## src/rtl/div_pkg.sv

```systemverilog
`default_nettype none
// ============================================================================
// div_pkg : shared widths, result field offsets and FSM states for iter_div
// Rev 1.0
// ============================================================================
package div_pkg;

   localparam int DIV_W    = 32;
   localparam int DIV_ITER = 32;
   localparam int CNT_W    = $clog2(DIV_ITER);

   // Result field offsets, shared with the EXE-stage HI/LO selection
   localparam int QUO_HI = 63;
   localparam int QUO_LO = 32;
   localparam int REM_HI = 31;
   localparam int REM_LO = 0;

   typedef enum logic [1:0] {
      IDLE = 2'd0,
      CALC = 2'd1,
      DONE = 2'd2
   } div_state_e;

   function automatic logic [DIV_W-1:0] div_mag(input logic [DIV_W-1:0] v,
                                                input logic             neg);
      return neg ? (~v + 1'b1) : v;
   endfunction

endpackage
`default_nettype wire

```

## src/rtl/iter_div_if.sv

```systemverilog
`default_nettype none
// ============================================================================
// iter_div_if : dividend/divisor valid-ready channels and result channel
// Rev 1.0
// ============================================================================
interface iter_div_if;
   import div_pkg::*;

   logic [DIV_W-1:0]   s_axis_dividend_tdata;
   logic               s_axis_dividend_tvalid;
   logic               s_axis_dividend_tready;
   logic [DIV_W-1:0]   s_axis_divisor_tdata;
   logic               s_axis_divisor_tvalid;
   logic               s_axis_divisor_tready;
   logic [2*DIV_W-1:0] m_axis_dout_tdata;
   logic               m_axis_dout_tvalid;

   modport master (
      output s_axis_dividend_tdata, s_axis_dividend_tvalid,
      output s_axis_divisor_tdata,  s_axis_divisor_tvalid,
      input  s_axis_dividend_tready, s_axis_divisor_tready,
      input  m_axis_dout_tdata, m_axis_dout_tvalid
   );

   modport slave (
      input  s_axis_dividend_tdata, s_axis_dividend_tvalid,
      input  s_axis_divisor_tdata,  s_axis_divisor_tvalid,
      output s_axis_dividend_tready, s_axis_divisor_tready,
      output m_axis_dout_tdata, m_axis_dout_tvalid
   );

endinterface
`default_nettype wire

```

## src/rtl/iter_div_step.sv

```systemverilog
`default_nettype none
// ============================================================================
// iter_div_step : one combinational restoring-division step on magnitudes
// Rev 1.0
// ============================================================================
module iter_div_step
   import div_pkg::*;
(
   input  logic [DIV_W:0]   rem_i,
   input  logic [DIV_W-1:0] quo_i,
   input  logic [DIV_W-1:0] dvs_i,
   output logic [DIV_W:0]   rem_o,
   output logic [DIV_W-1:0] quo_o
);

   logic [DIV_W:0]   sh;
   logic [DIV_W+1:0] trial;
   logic             fits;

   assign sh    = {rem_i[DIV_W-1:0], quo_i[DIV_W-1]};
   assign trial = {1'b0, sh} - {2'b00, dvs_i};
   // A set top remainder bit means the shifted value already exceeds any divisor
   assign fits  = rem_i[DIV_W] | ~trial[DIV_W+1];

   assign rem_o = fits ? trial[DIV_W:0] : sh;
   assign quo_o = {quo_i[DIV_W-2:0], fits};

endmodule
`default_nettype wire

```

## src/rtl/iter_div.sv

```systemverilog
`default_nettype none
// ============================================================================
// iter_div : 32-cycle radix-2 restoring divider, signed or unsigned
// Rev 1.0
// ============================================================================
module iter_div
   import div_pkg::*;
#(
   parameter bit SIGNED = 1'b1
)
(
   input  logic       clk,
   input  logic       reset,
   iter_div_if.slave  bus
);

   localparam logic [CNT_W-1:0] LAST_ITER = CNT_W'(DIV_ITER - 1);

   div_state_e         state_q;
   logic               dvd_got_q;
   logic               dsr_got_q;
   logic               dvd_neg_q;
   logic               dsr_neg_q;
   logic [DIV_W-1:0]   dvd_raw_q;
   logic [DIV_W-1:0]   dsr_q;
   logic [DIV_W-1:0]   quo_q;
   logic [DIV_W:0]     rem_q;
   logic [CNT_W-1:0]   cnt_q;
   logic [2*DIV_W-1:0] dout_q;
   logic               dout_vld_q;

   logic               dvd_rdy;
   logic               dsr_rdy;
   logic               dvd_fire;
   logic               dsr_fire;
   logic               dvd_neg;
   logic               dsr_neg;
   logic [DIV_W:0]     step_rem;
   logic [DIV_W-1:0]   step_quo;
   logic [2*DIV_W-1:0] res_d;

   // Ready depends only on state, capture flags and reset, never on tvalid
   assign dvd_rdy  = (state_q == IDLE) && !dvd_got_q && !reset;
   assign dsr_rdy  = (state_q == IDLE) && !dsr_got_q && !reset;
   assign dvd_fire = dvd_rdy && bus.s_axis_dividend_tvalid;
   assign dsr_fire = dsr_rdy && bus.s_axis_divisor_tvalid;
   assign dvd_neg  = SIGNED & bus.s_axis_dividend_tdata[DIV_W-1];
   assign dsr_neg  = SIGNED & bus.s_axis_divisor_tdata[DIV_W-1];

   assign bus.s_axis_dividend_tready = dvd_rdy;
   assign bus.s_axis_divisor_tready  = dsr_rdy;
   assign bus.m_axis_dout_tdata      = dout_q;
   assign bus.m_axis_dout_tvalid     = dout_vld_q;

   iter_div_step u_step (
      .rem_i (rem_q),
      .quo_i (quo_q),
      .dvs_i (dsr_q),
      .rem_o (step_rem),
      .quo_o (step_quo)
   );

   // Final result from the last step; divide-by-zero returns the raw dividend
   always_comb begin
      res_d = '0;
      if (dsr_q == '0) begin
         res_d[QUO_HI:QUO_LO] = '1;
         res_d[REM_HI:REM_LO] = dvd_raw_q;
      end else begin
         res_d[QUO_HI:QUO_LO] = (dvd_neg_q ^ dsr_neg_q) ? (~step_quo + 1'b1) : step_quo;
         res_d[REM_HI:REM_LO] = dvd_neg_q ? (~step_rem[DIV_W-1:0] + 1'b1)
                                          : step_rem[DIV_W-1:0];
      end
   end

   always_ff @(posedge clk) begin
      if (reset) begin
         state_q    <= IDLE;
         dvd_got_q  <= 1'b0;
         dsr_got_q  <= 1'b0;
         dvd_neg_q  <= 1'b0;
         dsr_neg_q  <= 1'b0;
         dvd_raw_q  <= '0;
         dsr_q      <= '0;
         quo_q      <= '0;
         rem_q      <= '0;
         cnt_q      <= '0;
         dout_q     <= '0;
         dout_vld_q <= 1'b0;
      end else begin
         case (state_q)
            IDLE: begin
               if (dvd_fire) begin
                  dvd_got_q <= 1'b1;
                  dvd_neg_q <= dvd_neg;
                  dvd_raw_q <= bus.s_axis_dividend_tdata;
                  quo_q     <= div_mag(bus.s_axis_dividend_tdata, dvd_neg);
                  rem_q     <= '0;
               end
               if (dsr_fire) begin
                  dsr_got_q <= 1'b1;
                  dsr_neg_q <= dsr_neg;
                  dsr_q     <= div_mag(bus.s_axis_divisor_tdata, dsr_neg);
               end
               if ((dvd_got_q || dvd_fire) && (dsr_got_q || dsr_fire)) begin
                  state_q <= CALC;
                  cnt_q   <= '0;
               end
            end
            CALC: begin
               rem_q <= step_rem;
               quo_q <= step_quo;
               cnt_q <= cnt_q + 1'b1;
               if (cnt_q == LAST_ITER) begin
                  state_q    <= DONE;
                  dout_q     <= res_d;
                  dout_vld_q <= 1'b1;
               end
            end
            DONE: begin
               state_q    <= IDLE;
               dout_vld_q <= 1'b0;
               dvd_got_q  <= 1'b0;
               dsr_got_q  <= 1'b0;
            end
            default: begin
               state_q    <= IDLE;
               dout_vld_q <= 1'b0;
               dvd_got_q  <= 1'b0;
               dsr_got_q  <= 1'b0;
            end
         endcase
      end
   end

endmodule
`default_nettype wire

```

## src/flat_wrapper.sv

```systemverilog
// flat-port wrapper written by rule: the top's interface ports become plain ports
module iter_div_flat import div_pkg::*;
#(
   parameter bit SIGNED = 1'b1
)
  (clk, reset, bus_s_axis_dividend_tdata, bus_s_axis_dividend_tvalid, bus_s_axis_divisor_tdata, bus_s_axis_divisor_tvalid, bus_s_axis_dividend_tready, bus_s_axis_divisor_tready, bus_m_axis_dout_tdata, bus_m_axis_dout_tvalid);
  iter_div_if bus_i ();
  input  logic clk;
  input  logic reset;
  input wire logic [$bits(bus_i.s_axis_dividend_tdata)-1:0] bus_s_axis_dividend_tdata;
  input wire logic [$bits(bus_i.s_axis_dividend_tvalid)-1:0] bus_s_axis_dividend_tvalid;
  input wire logic [$bits(bus_i.s_axis_divisor_tdata)-1:0] bus_s_axis_divisor_tdata;
  input wire logic [$bits(bus_i.s_axis_divisor_tvalid)-1:0] bus_s_axis_divisor_tvalid;
  output wire logic [$bits(bus_i.s_axis_dividend_tready)-1:0] bus_s_axis_dividend_tready;
  output wire logic [$bits(bus_i.s_axis_divisor_tready)-1:0] bus_s_axis_divisor_tready;
  output wire logic [$bits(bus_i.m_axis_dout_tdata)-1:0] bus_m_axis_dout_tdata;
  output wire logic [$bits(bus_i.m_axis_dout_tvalid)-1:0] bus_m_axis_dout_tvalid;
  assign bus_i.s_axis_dividend_tdata = bus_s_axis_dividend_tdata;
  assign bus_i.s_axis_dividend_tvalid = bus_s_axis_dividend_tvalid;
  assign bus_i.s_axis_divisor_tdata = bus_s_axis_divisor_tdata;
  assign bus_i.s_axis_divisor_tvalid = bus_s_axis_divisor_tvalid;
  assign bus_s_axis_dividend_tready = bus_i.s_axis_dividend_tready;
  assign bus_s_axis_divisor_tready = bus_i.s_axis_divisor_tready;
  assign bus_m_axis_dout_tdata = bus_i.m_axis_dout_tdata;
  assign bus_m_axis_dout_tvalid = bus_i.m_axis_dout_tvalid;
  iter_div #(.SIGNED(SIGNED)) u_core (.clk(clk), .reset(reset), .bus(bus_i));
endmodule
```

## config.mk

```make
export PLATFORM = sky130hd
export DESIGN_NAME = iter_div_flat
export DESIGN_NICKNAME = d
export VERILOG_FILES = /design/src/rtl/div_pkg.sv /design/src/rtl/iter_div_if.sv /design/src/rtl/iter_div_step.sv /design/src/rtl/iter_div.sv /design/src/flat_wrapper.sv
export SDC_FILE = /design/constraint.sdc
export NUM_CORES = 1
export LEC_CHECK = 0
export CAP_MARGIN = 20
export CORE_MARGIN = 3
export CORE_UTILIZATION = 58
export DETAILED_ROUTE_END_ITERATION = 16
export GPL_TIMING_DRIVEN = 0
export PLACE_DENSITY = 0.81
export RECOVER_POWER = 25
export SLEW_MARGIN = 25
export SYNTH_ARGS = -nofsm -noshare
export SYNTH_HDL_FRONTEND = slang
export SYNTH_SLANG_ARGS = --single-unit
```

## constraint.sdc

```tcl
create_clock -name clk -period 6.65 [get_ports clk]
set_input_delay 0.9975 -clock clk [delete_from_list [all_inputs] [get_ports clk]]
set_output_delay 0.9975 -clock clk [all_outputs]
set_load 0.01 [all_outputs]
```

==> results by group, run 1 <==
Worst setup path
  • Crit path largest cell delay: 0.72 ns
  • Crit path max fanout: 10
  • Buf/Inv on CP: 5
  • FF-to-FF setup slack: 0.34 ns
  • CP arrival: 6.72 ns
  • CP max stage cell: nor4_2
  • WP data required: 7.06 ns
  • Origin of the worst setup path: u_core.dsr_q[31]
  • Family with the most delay on the worst path: simple AND/OR/NAND/NOR gates
  • R2r startpoint: u_core.dsr_q[31]
  • CP Class: flip-flop to flip-flop
  • Stages on worst setup path: 20
  • Crit Reg-Reg Endpoint: u_core.bus.m_axis_dout_tdata[12]
  • Reg2Reg Depth: 20
  • Worst path cell trace: inv_1 > ha_1 > and4b_1 > nand4_1 > nor4_2 > a21o_1 > buf_2 > buf_1 > clkbuf_2 > a21oi_1 > inv_1 > ha_1 > nand3b_1 > or3_1 > or2_2 > o21ai_0 > nor2_1 > xor2_1 > nand2_1 > a311oi_1
  • Critical path endpoint: u_core.bus.m_axis_dout_tdata[12]
  • Crit. End Element: flip-flop
  • Nature of the critical path startpoint: flip-flop

Timing
  • RSZ-0062 raised after global routing: no
  • Worst clock skew: 0.0119 ns
  • Final setup vio count: 0
  • Final Critical Period: 6.31 ns
  • Worst rel slew slack: 39.8%
  • FMAX: 159 MHz
  • Period utilization: 94.9%
  • Final Slew Violations: 0
  • Total negative setup slack: 0 ns
  • Fin. Hold Viols: 0
  • Final worst slack: 0.342 ns
  • Least-Margin Pin Slew: 0.903 ns

Floorplan
  • Initial core utilization: 59.5%
  • Core Rows: 54
  • Die area: 24,500 um^2
  • Ports: 135
  • Die width: 156 um
  • Core area: 22,000 um^2
  • Die H: 156 um

Finish
  • Register area: 4080 um^2
  • Number of antenna diodes: 0
  • Commonest non-fill, non-tap cell in the layout: nand2_1
  • Filler cells: 1,847
  • Fin nets: 2,037
  • Post-Route Utilization: 70.8%
  • Layout area overhead: 18.9%
  • Layout cell share with drive strength beyond 1: 3.91%
  • Multi-input combinational cell area: 8380 um^2
  • Commonest non-fill, non-tap cells in the layout: 234 x nand2_1, 222 x nor2_1, 204 x dfxtp_1

Global routing
  • Initial antenna violation count: 0
  • Vias in the first global route: 13,400
  • GRT Total Usage: 38.0%
  • Pin count of the biggest net entering global routing: 14
  • Gr ovfl total: 0
  • Global-route wire length before repair: 73.9 mm

CTS
  • Longest Clk Path Bufs: 3
  • Postcts setup bufs: 0
  • Root buf cell: clkbuf_16
  • Cts bufs inserted: 23
  • Worst-Skew Late Latency: 0.52 ns
  • PostCTS Resize Cnt: 0
  • CTS tree: done
  • CTS Hold Buffers Added: 0
  • CTS clk-pin slew, worst paths: 0.06 ns
  • Clock sink total: 204
  • CTS H-tree lvls: 1

Synth
  • Syn Area/Cell: 7.40 um^2
  • Main combinational cell family by area after synthesis: compound AO/OA/AOI/OAI gates
  • Syn Nets: 1,879
  • Synth Warn #: 0
  • XOR/XNOR share of the synthesized area: 8.48%
  • Mux cell area share after synthesis: 1.79%
  • Sequential area share after synthesis: 31.1%
  • Synth Area in Simple Gates: 24.4%
  • Most common flop cell mapped by yosys: dfxtp_1
  • #FFs+latches synth: 204
  • Cell area after synthesis: 13,100 um^2
  • FFs w/ async S/R, synth: 0%
  • Syn Inst Count: 1,772
  • Count of unique library cells instantiated by Yosys: 70
  • Compound-Gate Fraction of Synth Area: 25.4%
  • Post-synthesis adder-cell area fraction: 3.78%
  • EDFF count, synth: 0

Status
  • Status: finished clean

Detailed routing
  • Vias per cell: 6.57
  • Wire length per cell: 21.8 um
  • 1st-iter DRT viols: 1,821
  • ANT nets after route: 0
  • Routed via count: 14,600
  • DR DRC count: 0
  • Final WL: 48.5 mm
  • Detailed Routing Iterations Pass 1: 6

Power
  • VDD IR max: 0.212 mV
  • LEAKAGE: 5.84 nW
  • PwrDens: 241 nW/um^2

Placement
  • GP Congestion: 1.01
  • Post-place setup slack: 0.465 ns
  • IO buf count: 133
  • DP Wirelength: 38.2 mm

Flow run
  • Max Cap Violations: 0

Min path
  • Hold depth: 2
  • Hold crit path type: flip-flop to flip-flop
[per-layer routing]
| layer | up-vias | routed length (um) | GRT usage, % |
|---|---|---|---|
| met4 | 0 | 950 | 8.42 |
| met5 | - | 0 | 0 |
| li1 | 6723 | - | - |
| met2 | 889 | 20600 | 57.4 |
| met3 | 95 | 6250 | 9.43 |
| met1 | 6927 | 20700 | 55.0 |
[cells in the mapped netlist, types with 5 or more instances]
cell type | number | share of area, %
a31o_2 | 5 | 0.33
or2_2 | 12 | 0.57
o21a_1 | 6 | 0.34
o21ai_0 | 87 | 3.3
a211oi_1 | 65 | 3.7
or4_1 | 18 | 1.0
and4_1 | 8 | 0.53
o22ai_1 | 20 | 0.95
nand4_1 | 13 | 0.62
xnor2_1 | 54 | 3.6
nor2_1 | 222 | 6.4
inv_1 | 54 | 1.5
a31oi_1 | 43 | 2.1
a22oi_1 | 25 | 1.4
clkbuf_1 | 98 | 2.8
ha_1 | 38 | 3.6
buf_2 | 7 | 0.27
nand3_1 | 35 | 1.3
nor3_1 | 36 | 1.4
nand2b_1 | 11 | 0.52
xor2_1 | 73 | 4.9
a21oi_1 | 141 | 5.4
nand3b_1 | 6 | 0.34
a311oi_1 | 22 | 1.5
o31ai_1 | 23 | 1.3
mux2i_1 | 19 | 1.5
nor4_1 | 26 | 1.2
nand2_1 | 234 | 6.7
a221oi_1 | 10 | 0.67
buf_1 | 11 | 0.31
or3_1 | 27 | 1.3
o211ai_1 | 13 | 0.74
o41ai_1 | 13 | 0.87
dfxtp_1 | 204 | 31
nor2b_1 | 5 | 0.24
and2_1 | 16 | 0.76
a21o_1 | 11 | 0.63
[worst reg2reg max path: cells and delay by family, from the launching register on]
kind | cells | cell delay, ns
fa+ha+maj | 2 | 0.61
simple gates | 8 | 2.31
xor+xnor | 1 | 0.33
compound gates | 4 | 1.09
buf+inv | 5 | 1.44
flops | 1 | 0.43
[cell type report]
cell class | count | share of cell area [%]
clock buffers | 33 | 4.25
inverters | 56 | 1.35
plain buffers | 116 | 2.87
multi-input cells | 1396 | 53.7
flip-flops and latches | 204 | 26.2
well taps | 280 | 2.25
clock inverters | 8 | 0.811
repair buffers | 133 | 8.54
[flip-flops by register name (all words and copies together) (netlist names)]
signal,cells
u_core.rem_q,33
u_core.dvd_neg_q,1
u_core.bus.m_axis_dout_tdata,64
u_core.dvd_raw_q,31
u_core.quo_q,32
u_core.dsr_q,32
u_core.state_q,2
u_core.dsr_neg_q,1
u_core.bus.m_axis_dout_tvalid,1
u_core.dvd_got_q,1
u_core.dsr_got_q,1
u_core.cnt_q,5
[stage by stage]
step / hold WS (ns) / total power [W] / instances / cell area [um^2]
floorplan: 0.432 / 0.00207 / 1772 / 13100
global placement: 0.446 / 0.00240 / 2185 / 14800
detailed placement: 0.452 / 0.00241 / 2185 / 14800
CTS: 0.461 / 0.00372 / 2226 / 15600
global route: 0.483 / 0.00390 / 2226 / 15600
finish: 0.462 / 0.00376 / 2226 / 15600
[where the power goes]
group	switching [W]	internal, W
sequential	0.0000585	0.00127
clock	0.000518	0.000810
combinational	0.000719	0.000391
total	0.00130	0.00247
[worst min-delay path by stage]
| stage | start | end | slack (ns) |
|---|---|---|---|
| 6_report | u_core.dvd_raw_q[4] | u_core.dvd_raw_q[4] | 0.46 |
| 3_5_place_dp | u_core.dvd_raw_q[27] | u_core.dvd_raw_q[27] | 0.45 |
| 3_3_place_gp | u_core.dvd_raw_q[26] | u_core.dvd_raw_q[26] | 0.45 |
| 4_1_cts | u_core.dvd_raw_q[1] | u_core.dvd_raw_q[1] | 0.46 |
| 5_1_grt | u_core.dvd_raw_q[1] | u_core.dvd_raw_q[1] | 0.48 |
| 2_1_floorplan | u_core.dvd_raw_q[24] | u_core.dvd_raw_q[24] | 0.43 |
[kinds of logic (layout without fill, tap and decap cells)]
| logic type | after synthesis | count (layout) |
|---|---|---|
| xor+xnor | 127 | 127 |
| buf+inv | 172 | 346 |
| compound gates | 516 | 516 |
| simple gates | 691 | 691 |
| fa+ha+maj | 39 | 39 |
| flops | 204 | 204 |
| mux | 23 | 23 |
Power figures use the tool's default switching activity.
==> run 2, diff against run 1 <==
CORE_UTILIZATION = 50   (was 58)
PLACE_DENSITY = 0.72   (was 0.81)
==> results by group, run 2 (synthesized netlist as in run 1, its figures left out) <==
Flow run
  • Max Cap Violations: 0

Placement
  • DP Wirelength: 38.1 mm
  • Post-place setup slack: 0.561 ns
  • IO buf count: 133
  • GP Congestion: 0.980

Power
  • LEAKAGE: 5.85 nW
  • PwrDens: 247 nW/um^2
  • Final Power: 0.00388 W
  • VDD IR max: 0.232 mV

Detailed routing
  • Final WL: 48.0 mm
  • 1st-iter DRT viols: 1,482
  • Wire length per cell: 21.1 um
  • DR DRC count: 0
  • Routed via count: 14,300
  • ANT nets after route: 0
  • Detailed Routing Iterations Pass 1: 6
  • Vias per cell: 6.28

Global routing
  • Pin count of the biggest net entering global routing: 15
  • GRT Total Usage: 32.8%
  • Global-route wire length before repair: 74.6 mm
  • Gr ovfl total: 0
  • Initial antenna violation count: 0
  • Vias in the first global route: 13,100

Finish
  • Commonest non-fill, non-tap cell in the layout: nand2_1
  • Commonest non-fill, non-tap cells in the layout: 234 x nand2_1, 222 x nor2_1, 204 x dfxtp_1
  • Number of antenna diodes: 0
  • Layout cell share with drive strength beyond 1: 4.21%
  • Max FFs per register: 64
  • Fin nets: 2,037
  • Register area: 4080 um^2
  • Layout area overhead: 20.0%
  • Multi-input combinational cell area: 8380 um^2
  • Filler cells: 2,365

Floorplan
  • Die width: 168 um
  • Core Rows: 58
  • Ports: 135
  • Core area: 25,500 um^2
  • Die H: 168 um
  • Initial core utilization: 51.5%
  • Die area: 28,200 um^2

CTS
  • Longest Clk Path Bufs: 3
  • Worst-Skew Late Latency: 0.52 ns
  • Root buf cell: clkbuf_16
  • CTS clk-pin slew, worst paths: 0.06 ns
  • CTS tree: done
  • CTS Hold Buffers Added: 0
  • Cts bufs inserted: 24
  • Clock sink total: 204
  • CTS H-tree lvls: 1

Worst setup path
  • Crit. End Element: flip-flop
  • CP Class: flip-flop to flip-flop
  • Buf/Inv on CP: 6
  • CP max stage cell: o2111ai_1
  • WP data required: 7.06 ns
  • CP arrival: 6.52 ns
  • Nature of the critical path startpoint: flip-flop
  • Crit path largest cell delay: 0.64 ns
  • Crit path max fanout: 10
  • Worst path cell trace: inv_1 > ha_1 > clkbuf_1 > a21oi_1 > o211ai_1 > a31oi_1 > o2111ai_1 > a21o_1 > buf_2 > buf_1 > clkbuf_2 > a21oi_1 > inv_1 > ha_1 > nand3b_1 > or3_1 > or2_2 > o21ai_0 > a31oi_1 > xnor2_1 > nand2_1 > a311oi_1
  • Family with the most delay on the worst path: compound AO/OA/AOI/OAI gates

Timing
  • Final Critical Period: 6.11 ns
  • WHS: 0.456 ns
  • Final setup vio count: 0
  • Least-Margin Pin Slew: 1.00 ns
  • RSZ-0062 raised after global routing: no
  • Period utilization: 91.9%
  • Total negative setup slack: 0 ns
  • Final Slew Violations: 0
  • Final worst slack: 0.541 ns
  • Worst clock skew: 0.0266 ns
  • Fin. Hold Viols: 0
  • FMAX: 164 MHz
  • Worst rel slew slack: 33.1%

Status
  • Status: finished clean

Min path
  • Hold crit path type: flip-flop to flip-flop
[run 2: changes by cell type in the layout (fill, tap and decap cells not counted), sizes merged]
cell	before	now
clkinvlp	0	1
dlygate4sd3	59	53
clkbuf	131	125
clkinv	5	9
bufinv	3	5
clkdlybuf4s50	74	80
[run 2: layout make-up]
class	instances	area share [%]
inverter	56	1.34
tap	330	2.62
timing repair buffer	133	8.46
multi-input combinational	1396	53.3
sequential	204	25.9
clock inverter	15	1.38
buffer	115	2.81
clock buffer	28	4.17
[run 2: repair_timing]
item,4_1_cts,5_1_grt
gates resized for setup,0,3
endpoints found under the setup margin,0,5
buffers inserted,0,0
[run 2: worst min-delay path: stages, from the launching register on]
cell and delay [ns]:
dfxtp_1 0.31, nand2_1 0.05, a21oi_1 0.05
[run 2: routing by layer]
metal / vias up / track usage [%] / share of wire (%)
met4: 0 / 6.44 / 1.6
met3: 56 / 4.18 / 9.4
met2: 685 / 49.4 / 43
met1: 6812 / 50.5 / 46
met5: - / 0 / 0
li1: 6748 / - / -
[run 2: path summary, 6_finish.rpt]
kind,start,end,slack (ns),cells past startpoint
worst max-delay path,u_core.dsr_q[22],u_core.bus.m_axis_dout_tdata[20],0.54,22
worst min-delay path,u_core.dvd_raw_q[14],u_core.dvd_raw_q[14],0.46,2
worst max register to register,u_core.dsr_q[22],u_core.bus.m_axis_dout_tdata[20],0.54,22
worst min register to register,u_core.dvd_raw_q[14],u_core.dvd_raw_q[14],0.46,2
[run 2: through the flow]
| step | std cells | util [%] | area (um^2) |
|---|---|---|---|
| floorplan | 1772 | - | 13100 |
| global placement | 2235 | 58.3 | 14900 |
| detailed placement | 2235 | 58.3 | 14900 |
| CTS | 2278 | 61.8 | 15700 |
| global route | 2277 | 61.8 | 15700 |
| finish | 2277 | 61.8 | 15700 |
[run 2: power breakdown]
| part | internal, W | switching (W) | leakage, nW |
|---|---|---|---|
| combinational | 0.000391 | 0.000724 | 3.76 |
| clock | 0.000904 | 0.000551 | 0.433 |
| sequential | 0.00127 | 0.0000472 | 1.65 |
| total | 0.00256 | 0.00132 | 5.85 |
